--- config.mk ---
export PLATFORM = sky130hd
export DESIGN_NAME = mem_access_stage
export DESIGN_NICKNAME = d
export VERILOG_FILES = /design/src/rtl/mem_access_stage.sv
export SDC_FILE = /design/constraint.sdc
export NUM_CORES = 1
export LEC_CHECK = 0
export CORE_MARGIN = 2
export CORE_UTILIZATION = 36
export DETAILED_ROUTE_END_ITERATION = 10
export PLACE_DENSITY = 0.88
export SETUP_SLACK_MARGIN = 0.15
export SKIP_LAST_GASP = 1
export SLEW_MARGIN = 20
export SYNTH_ARGS = -nofsm -noshare
export SYNTH_HDL_FRONTEND = slang
export SYNTH_SLANG_ARGS = --single-unit
--- constraint.sdc ---
create_clock -name clk -period 1.7 [get_ports clk]
set_input_delay 0.34 -clock clk [delete_from_list [all_inputs] [get_ports clk]]
set_output_delay 0.34 -clock clk [all_outputs]
set_load 0.03 [all_outputs]
--- src/rtl/mem_access_stage.sv ---
// MEM pipeline stage: lw/sw against word-addressed data memory over req/ack, registered MEM/WB outputs.
// Non-memory ops pass through in 1 cycle; memory ops hold off EX (in_ready low) until the ack edge.
module mem_access_stage #(
  parameter int ADDR_W = 10
) (
  input  logic              clk,
  input  logic              rst_n,
  input  logic              in_valid,
  output logic              in_ready,
  input  logic [5:0]        in_opcode,
  input  logic [31:0]       in_alu_result,
  input  logic [31:0]       in_store_data,
  input  logic [4:0]        in_dest_reg,
  input  logic              in_reg_write,
  output logic              mem_req,
  output logic              mem_we,
  output logic [ADDR_W-1:0] mem_addr,
  output logic [31:0]       mem_wdata,
  input  logic              mem_ack,
  input  logic [31:0]       mem_rdata,
  output logic              wb_valid,
  output logic              wb_reg_write,
  output logic [4:0]        wb_dest_reg,
  output logic [31:0]       wb_data,
  output logic              wb_addr_err
);

  localparam logic [5:0] OP_LW = 6'b100011;
  localparam logic [5:0] OP_SW = 6'b101011;

  typedef enum logic {IDLE, WAIT} state_t;

  state_t     state;
  logic [4:0] pend_dest;
  logic       is_mem;
  logic       in_range;

  assign in_ready = (state == IDLE);
  assign is_mem   = (in_opcode == OP_LW) || (in_opcode == OP_SW);
  // Any address bit above the memory size (including sign bits) is a fault.
  assign in_range = (in_alu_result[31:ADDR_W] == '0);

  always_ff @(posedge clk) begin
    if (!rst_n) begin
      state        <= IDLE;
      pend_dest    <= '0;
      mem_req      <= 1'b0;
      mem_we       <= 1'b0;
      mem_addr     <= '0;
      mem_wdata    <= '0;
      wb_valid     <= 1'b0;
      wb_reg_write <= 1'b0;
      wb_dest_reg  <= '0;
      wb_data      <= '0;
      wb_addr_err  <= 1'b0;
    end else begin
      wb_valid    <= 1'b0;
      wb_addr_err <= 1'b0;
      case (state)
        IDLE: begin
          if (in_valid) begin
            if (is_mem && in_range) begin
              state     <= WAIT;
              mem_req   <= 1'b1;
              mem_we    <= (in_opcode == OP_SW);
              mem_addr  <= in_alu_result[ADDR_W-1:0];
              mem_wdata <= in_store_data;
              pend_dest <= in_dest_reg;
            end else if (is_mem) begin
              wb_valid     <= 1'b1;
              wb_addr_err  <= 1'b1;
              wb_reg_write <= 1'b0;
              wb_dest_reg  <= in_dest_reg;
              wb_data      <= '0;
            end else begin
              wb_valid     <= 1'b1;
              wb_reg_write <= in_reg_write && (in_dest_reg != 5'd0);
              wb_dest_reg  <= in_dest_reg;
              wb_data      <= in_alu_result;
            end
          end
        end
        WAIT: begin
          if (mem_ack) begin
            state       <= IDLE;
            mem_req     <= 1'b0;
            wb_valid    <= 1'b1;
            wb_dest_reg <= pend_dest;
            // mem_we still records whether the pending access is a store.
            if (mem_we) begin
              wb_reg_write <= 1'b0;
              wb_data      <= '0;
            end else begin
              wb_reg_write <= (pend_dest != 5'd0);
              wb_data      <= mem_rdata;
            end
          end
        end
        default: state <= IDLE;
      endcase
    end
  end

endmodule

Yosys cells after proc, flatten, opt, wreduce, memory -nomap -nowiden

Index checks and enable logic that the tools add are counted.

Logic and storage cells: 59
Flip-flop bits (word level): 90

Multiplexer cells: 29
Bitwise operators: 3
Reduce and logical (&&, ||, !) cells: 10
Equality and inequality tests: 6

Operators with widths:

| kind                 | count |
|---|---|
| $mux W32             | 5 |
| $pmux W32 S2         | 1 |
| $logic_not A22 Y1    | 1 |
| $mux W1              | 15 |
| $mux W5              | 3 |
| $eq A6 B6 Y1 const B | 2 |
| $pmux W5 S2          | 1 |
| $reduce_bool A5 Y1   | 2 |
| $reduce_and A3 Y1    | 3 |
| $pmux W1 S2          | 4 |
| $ne A2 B2 Y1 const B | 3 |
| $reduce_or A4 Y1     | 1 |
| $not A1 Y1           | 3 |
| $logic_and A1 B1 Y1  | 2 |
| $ne A2 B1 Y1 const B | 1 |
| $logic_or A1 B1 Y1   | 1 |

Logic depth before layout (Yosys ltp)

Gate-level depths: netlist of run 1.

Depth after elaboration: 6
Depth in mapped cells: 8
Gate-level depth less buffers: 5

Worst setup path before layout of run 1

Ideal clock, no wire load.

Path type: reg2reg
Start point: register state
End point: register wb_data[28]
Arrival time: 1.705 ns
Stages on the path, launching flop included: 9
Setup slack: -0.121 ns
Buffers on the path: 3
Clock period less this slack: 1.821 ns
Library setup time: 0.116 ns
Path through: dfxtp_1 -> buf_2 -> inv_1 -> nand2_1 -> o21ba_2 -> buf_2 -> clkbuf_1 -> o21ai_0 -> o211a_1

Cells in the longest elaborated chain, start to end: 3
Elaborated cells on any way between the ends: 6
Classes of those cells: 3 x eq/ne; 1 x mux; 1 x bitwise; 1 x reduce/logical

RTL lines:

| what                               | RTL line | RTL |
|---|---|---|
| from (decl)                        | 33       | `state_t state;` |
| from (signal assigned)             | 45       | `state <= IDLE;` |
| from (signal assigned)             | 63       | `state <= WAIT;` |
| from (signal assigned)             | 85       | `state <= IDLE;` |
| $not A1 Y1 *                       | n/a      |  |
| named net in_ready                 | 9        | `output logic in_ready,` |
| $ne A2 B2 Y1 (no source line)      | n/a      |  |
| $reduce_and A3 Y1 (no source line) | n/a      |  |
| to (signal assigned)               | 79       | `wb_data <= in_alu_result;` |
| to (signal assigned)               | 95       | `wb_data <= mem_rdata;` |
| to (decl)                          | 24       | `output logic [31:0] wb_data,` |

The timed path passes the listed nets; every way through them passes the cells marked *.
A chain may end at the register's enable or synchronous reset.

Worst setup path in the final report of run 1

Start point: input port in_alu_result[13]
End point: register mem_wdata[18]

Cells in the longest elaborated chain, start to end: 3

RTL lines:

| what                               | RTL line | RTL |
|---|---|---|
| from (decl)                        | 11       | `input logic [31:0] in_alu_result,` |
| $logic_not A22 Y1                  | 41       | `assign in_range = (in_alu_result[31:ADDR_W] == '0);` |
| $logic_and A1 B1 Y1                | 62       | `if (is_mem && in_range) begin` |
| $reduce_and A3 Y1 (no source line) | n/a      |  |
| to (signal assigned)               | 67       | `mem_wdata <= in_store_data;` |
| to (decl)                          | 18       | `output logic [31:0] mem_wdata,` |

No other way between the ends.

==> results of run 1 <==
[cells in the final DEF (no fill, tap or decap), drive strengths merged, types with 3 or more instances in the layout]
cell type,instances
buf,66
clkdlybuf4s15,6
or2,8
mux2i,52
o21a,3
dlygate4sd2,88
clkinv,3
nor4,5
o21ai,38
nor2,3
o211a,38
nor2b,49
dfxtp,90
clkbuf,14
clkdlybuf4s50,83
a22oi,32
and2,3
[where the power goes]
group          switching, mW  total [mW]  internal, mW  leakage (nW)
logic                  0.396       0.858         0.462          2.26
registers             0.0339        2.21          2.17         0.735
clock network          0.778        1.58         0.799         0.112
[final timing paths]
| path | startpoint | to | slack (ns) |
|---|---|---|---|
| min | in_alu_result[31] | wb_data[31] | 0.35 |
| max reg2reg | state | wb_data[12] | 0.04 |
| max | in_alu_result[13] | mem_wdata[18] | -0.12 |
| min reg2reg | wb_data[16] | wb_data[16] | 0.49 |
[worst register-to-register path: stages (launching register included)]
cell and delay (ns):
dfxtp_1 0.39, clkinvlp_4 0.13, nand2_1 0.15, o21ba_4 0.23, buf_12 0.16, or2_4 0.28, o211a_1 0.23
[repair_timing]
item,4_1_cts,5_1_grt
hold buffers,0,0
cloned,17,0
pin swaps,24,10
gates resized for setup,248,26
setup endpoints to repair,175,92
buffers inserted,16,1
[through the flow]
stage                     power (mW)  hold WS [ns]  setup TNS [ns]
after floorplan                2.572        0.4961         -0.6798
after CTS                      4.657        0.3259          -1.557
final                          4.642        0.3541          -1.670
after global placement         3.032        0.4794          -72.80
after detailed placement       3.047        0.4847          -77.46
after global routing           4.806        0.3557          -5.109
[per-layer routing]
layer  vias to the layer above  track usage  part of all wire
met5                         -            0                 0
met4                         0      0.07978             0.013
met3                        15      0.05825             0.073
met2                       176       0.4780              0.52
met1                      1895       0.3003              0.39
li1                       1817            -                 -
[cells by family (layout without fill, tap and decap cells)]
family	count (synthesis)	after routing	synth area share
flip-flops	90	90	0.4760
buffers and inverters	35	262	0.04198
AND/OR/NAND/NOR	70	77	0.1164
multiplexers	52	52	0.1375
AO/OA/AOI/OAI	115	115	0.2281
[layout make-up]
class                   instances  area (um2)  share of cell area
repair buffers                245        2586              0.3760
well taps                     136       170.2             0.02474
clock buffers                  12       165.2             0.02401
clock inverters                 4       48.80            0.007095
multi-input cells             244        2098              0.3051
inverters                       1       7.507            0.001092
flip-flops and latches         90        1802              0.2620
==> impl_metrics.env, run 1 <==
export IMPL_syn2layout_area_growth_pct=81.72
export IMPL_path_buf_inv=6
export IMPL_fin_crit_ns=1.823
export IMPL_relSlewSlack=0.6874
export IMPL_worstPathRequired_ns=1.95
export IMPL_grt_pass1_vias=4146
export IMPL_synth_edf_count=0
export IMPL_violations="setup timing"
export IMPL_arrival_ns=2.07
export IMPL_setup_viol=38
export IMPL_num_nets_final=703
export IMPL_yosysTopAreaCell="dfxtp_1"
export IMPL_fill_cells=828
export IMPL_synthTopCellsByArea="dfxtp_1 (48%), mux2i_1 (14%), o211a_1 (10%)"
export IMPL_ant_nets=0
export IMPL_cts_made_buffers=9
export IMPL_ys_flop_type="dfxtp_1"
export IMPL_netlist_area_leader_share=0.4760
export IMPL_clock_latency_ns=0.36
export IMPL_ys_seq_area_frac=0.4760
export IMPL_drc=0
export IMPL_leakagePower_nw=3.110
export IMPL_cts_max_level=3
export IMPL_via_per_inst=5.332
export IMPL_drive_gt1_frac=0.2232
export IMPL_clock_sinks=90
export IMPL_final_util=0.6692
export IMPL_cp_max_fo=6
export IMPL_num_rows=37
export IMPL_antennaDiodeCount=0
export IMPL_grt_usage=0.2606
export IMPL_syn_num_nets=474
export IMPL_antenna_found_initial=0
export IMPL_period_share=1.072
export IMPL_die_w_um=106.5
export IMPL_synth_most_common_cell="dfxtp_1"
export IMPL_place_congestion=0.7535
export IMPL_drtPass1Iterations=4
export IMPL_gr_total_overflow=0
export IMPL_design_core_area_um2=10280
export IMPL_layout_cells_non_filler=732
export IMPL_io_pins=197
export IMPL_start_kind="input port"
export IMPL_path_depth=11
export IMPL_yosys_register_bits=90
export IMPL_synthArstFlopShare=0
export IMPL_reg_largest_list="mem_wdata (32), wb_data (32), mem_addr (10)"
export IMPL_die_h_um=106.5
export IMPL_synthesis_area_um2=3785
export IMPL_grt_first_pass_wirelength_mm=22.69
export IMPL_crit_top_cell="buf_12"
export IMPL_clk_path_buf_depth=2
export IMPL_slowest_stage="nor4_4"
export IMPL_final_area_um2=6878
export IMPL_pre_cts_slack_ns=-0.9719
export IMPL_fin_worst_skew_ns=0.01009
export IMPL_die_area_um2=11350
export IMPL_cts_clk_slew_worst_paths_ns=0.09
export IMPL_netlist_instances=362
export IMPL_ys_warnings_count=0
export IMPL_slowest_delay_ns=0.33
export IMPL_placed_area_um2=6066
export IMPL_path_class="input port to flip-flop"
export IMPL_crit_chain="buf_2 -> nor4_4 -> nand4_1 -> buf_4 -> nor3_4 -> buf_12 -> buf_6 -> buf_12 -> buf_16 -> mux2i_2 -> nor2b_1"
export IMPL_root_buffer="clkbuf_8"
export IMPL_vias=3903
export IMPL_wl_per_cell_um=20.14
export IMPL_io_buffers=196
export IMPL_critical_path_top_delay_family="buffers and inverters"
export IMPL_synth_common_cells="dfxtp_1 (90), mux2i_1 (52), nor2b_1 (49)"
export IMPL_worstMarginPinSlew_ns=0.4689
export IMPL_cts_tree="built"
export IMPL_holdPathStages=4
export IMPL_place_inst=682
export IMPL_hp_class="input port to flip-flop"
export IMPL_timing_fmax_mhz=548.5
export IMPL_rsz0062_at_grt="yes"
export IMPL_power_per_cell_area_nw_per_um2=674.9
export IMPL_routed_wl_mm=14.74
export IMPL_hold_viol_final=0
export IMPL_ir_drop_mv=0.3591
export IMPL_rr_worst_depth=6
export IMPL_worst_slack_ns=-0.1232
export IMPL_worst_setup_path_end_kind="flip-flop"
export IMPL_drtIter0Drc=125
export IMPL_dp_hpwl_mm=8.901
export IMPL_grt_max_degree=40
export IMPL_avgSynthCellArea_um2=10.46
export IMPL_cap_viol_max_count=0
export IMPL_slew_viol_final=0
export IMPL_status="complete, but fails checks"
export IMPL_initial_core_util=0.3683
export IMPL_yosys_cell_types_count=27
No activity file was read; power rests on OpenSTA's default activity.
==> inputs of run 2 (changes only) <==
--- a/config.mk
+++ b/config.mk
@@ -6,9 +6,10 @@
 export NUM_CORES = 1
 export LEC_CHECK = 0
 export CORE_MARGIN = 2
-export CORE_UTILIZATION = 36
+export CORE_UTILIZATION = 37
+export CTS_BUF_LIST = sky130_fd_sc_hd__clkbuf_8
 export DETAILED_ROUTE_END_ITERATION = 10
-export PLACE_DENSITY = 0.88
+export PLACE_DENSITY = 0.9
 export SETUP_SLACK_MARGIN = 0.15
 export SKIP_LAST_GASP = 1
 export SLEW_MARGIN = 20
==> impl_metrics.env, run 2 (synthesis gave the netlist of run 1 again) <==
export IMPL_status="complete, but fails checks"
export IMPL_violations="setup timing"
export IMPL_path_class="input port to flip-flop"
export IMPL_leakagePower_nw=3.005
export IMPL_clock_latency_ns=0.36
export IMPL_root_buffer="clkbuf_8"
export IMPL_rsz0062_at_grt="yes"
export IMPL_worst_slack_ns=-0.1332
export IMPL_slowest_delay_ns=0.29
export IMPL_hold_ws_ns=0.3854
export IMPL_p_comb_frac=0.172
export IMPL_r2r_slack_ns=0.03
export IMPL_pwr_share_clk=0.340
export IMPL_worstMarginPinSlew_ns=0.3863
export IMPL_gr_total_overflow=0
export IMPL_drtPass1Iterations=4
export IMPL_layout_common_cells="dfxtp_1 (90), dlygate4sd2_1 (88), clkdlybuf4s50_1 (84)"
export IMPL_worstPathRequired_ns=1.94
export IMPL_die_area_um2=11050
export IMPL_ant_nets=0
export IMPL_cts_tree="built"
export IMPL_relSlewSlack=0.7435
export IMPL_power_per_cell_area_nw_per_um2=680.2
export IMPL_clock_sinks=90
export IMPL_grt_pass1_vias=3943
export IMPL_timing_fmax_mhz=545.5
export IMPL_layout_commonest_cell="dfxtp_1"
export IMPL_hold_buffers=0
export IMPL_r2r_start="state"
export IMPL_fin_worst_skew_ns=0.01173
export IMPL_drc=0
export IMPL_num_nets_final=695
export IMPL_final_util=0.6736
export IMPL_cap_viol_max_count=0
export IMPL_antenna_found_initial=0
export IMPL_worst_setup_path_end_kind="flip-flop"
export IMPL_drive_gt1_frac=0.1769
export IMPL_p_int_mw=3.350
export IMPL_path_depth=11
export IMPL_io_buffers=196
export IMPL_period_share=1.078
export IMPL_setup_viol=76
export IMPL_grt_usage=0.2383
export IMPL_die_w_um=105.1
export IMPL_holdPathStages=4
export IMPL_timing_rr_end="wb_data[2]"
export IMPL_start_kind="input port"
export IMPL_initial_core_util=0.3837
export IMPL_wl_per_cell_um=19.23
export IMPL_slew_viol_final=0
export IMPL_arrival_ns=2.07
export IMPL_grt_max_degree=91
export IMPL_place_inst=677
export IMPL_p_switching_mw=1.171
export IMPL_path_buf_inv=6
export IMPL_reg_largest_list="mem_wdata (32), wb_data (32), mem_addr (10)"
export IMPL_endpoint="mem_wdata[22]"
export IMPL_dp_hpwl_mm=8.489
export IMPL_hold_viol_final=0
export IMPL_crit_chain="buf_6 -> nor4_4 -> buf_4 -> nand4_1 -> buf_4 -> nor3_4 -> buf_6 -> buf_12 -> buf_12 -> mux2i_2 -> nor2b_1"
export IMPL_syn2layout_area_growth_pct=75.57
export IMPL_place_congestion=0.7670
export IMPL_grt_first_pass_wirelength_mm=20.78
export IMPL_antennaDiodeCount=0
export IMPL_setup_worst_path_start="in_alu_result[11]"
export IMPL_cts_clk_slew_worst_paths_ns=0.09
export IMPL_fill_cells=793
export IMPL_cts_made_buffers=9
export IMPL_p_total_mw=4.520
export IMPL_layout_cells_non_filler=721
export IMPL_vias=3810
export IMPL_die_h_um=105.1
export IMPL_num_rows=36
export IMPL_finalSetupTns_ns=-5.046
export IMPL_rr_worst_depth=6
export IMPL_design_core_area_um2=9864
export IMPL_cp_max_fo=5
export IMPL_drtIter0Drc=144
export IMPL_io_pins=197
export IMPL_via_per_inst=5.284
export IMPL_routed_wl_mm=13.86
export IMPL_cts_max_level=3
export IMPL_hp_class="input port to flip-flop"
export IMPL_ir_drop_mv=0.4446
export IMPL_clk_path_buf_depth=2
export IMPL_sw_frac_of_total=0.2590
export IMPL_slowest_stage="nor4_4"
export IMPL_critical_path_top_delay_family="buffers and inverters"
export IMPL_fin_crit_ns=1.833
export IMPL_p_seq_frac=0.488
-- run 2: worst min-delay path by stage --
stage | endpoint | start | slack [ns]
final | wb_data[26] | in_alu_result[26] | 0.39
after global placement | wb_data[2] | wb_data[2] | 0.48
after CTS | wb_data[31] | in_alu_result[31] | 0.36
after detailed placement | wb_data[5] | wb_data[5] | 0.49
after floorplan | pend_dest[3] | pend_dest[3] | 0.50
after global routing | wb_data[26] | in_alu_result[26] | 0.38
-- run 2: layout make-up --
class | instances | area [um2] | share of cell area
multi-input combinational | 244 | 2013 | 0.3030
clock buffer | 11 | 151.4 | 0.02278
inverter | 1 | 7.507 | 0.001130
sequential | 90 | 1802 | 0.2711
timing repair buffer | 237 | 2444 | 0.3677
tap | 133 | 166.4 | 0.02504
clock inverter | 5 | 61.31 | 0.009226
-- run 2: stage by stage --
stage | area (um2) | setup slack [ns]
after floorplan | 3885 | -0.07290
after detailed placement | 6022 | -0.8858
after global routing | 6645 | -0.1907
final | 6645 | -0.1332
after CTS | 6518 | -0.06003
after global placement | 6022 | -0.7893
-- run 2: repair_timing --
action | 4_1_cts | 5_1_grt
pin swaps | 13 | 13
setup buffers | 8 | 4
cloned | 12 | 4
resized for setup | 181 | 42
endpoints found under the setup margin | 175 | 90
-- run 2: power by group through the flow --
| stage | sequential (mW) | combinational, mW | clock (mW) |
|---|---|---|---|
| 6_report | 2.21 | 0.779 | 1.54 |
| 5_1_grt | 2.21 | 0.822 | 1.66 |
| 4_1_cts | 2.20 | 0.744 | 1.57 |
| 3_5_place_dp | 2.26 | 0.783 | 0 |
| 3_3_place_gp | 2.25 | 0.770 | 0 |
| 2_1_floorplan | 2.38 | 0.189 | 0 |
-- run 2: layer usage --
layer	up-vias	routed length [um]	track usage
li1	1792	-	-
met1	1818	5543	0.2843
met2	174	6851	0.4174
met3	26	1149	0.05614
met4	0	318	0.08286
met5	-	0	0
-- run 2: worst reg2reg max path: cells and delay by family, from the launching register on --
family          cells  cell delay [ns]
flops               1             0.40
compound gates      2             0.44
simple gates        2             0.44
buf+inv             2             0.30
==> inputs of run 3 (changes only) <==
--- a/config.mk
+++ b/config.mk
@@ -5,10 +5,12 @@
 export SDC_FILE = /design/constraint.sdc
 export NUM_CORES = 1
 export LEC_CHECK = 0
+export CAP_MARGIN = 5
 export CORE_MARGIN = 2
 export CORE_UTILIZATION = 37
 export CTS_BUF_LIST = sky130_fd_sc_hd__clkbuf_8
 export DETAILED_ROUTE_END_ITERATION = 10
+export HOLD_SLACK_MARGIN = 0.12
 export PLACE_DENSITY = 0.9
 export SETUP_SLACK_MARGIN = 0.15
 export SKIP_LAST_GASP = 1
==> results of run 3 <==
The final DEF is identical to that of run 2; final timing and power are the same.
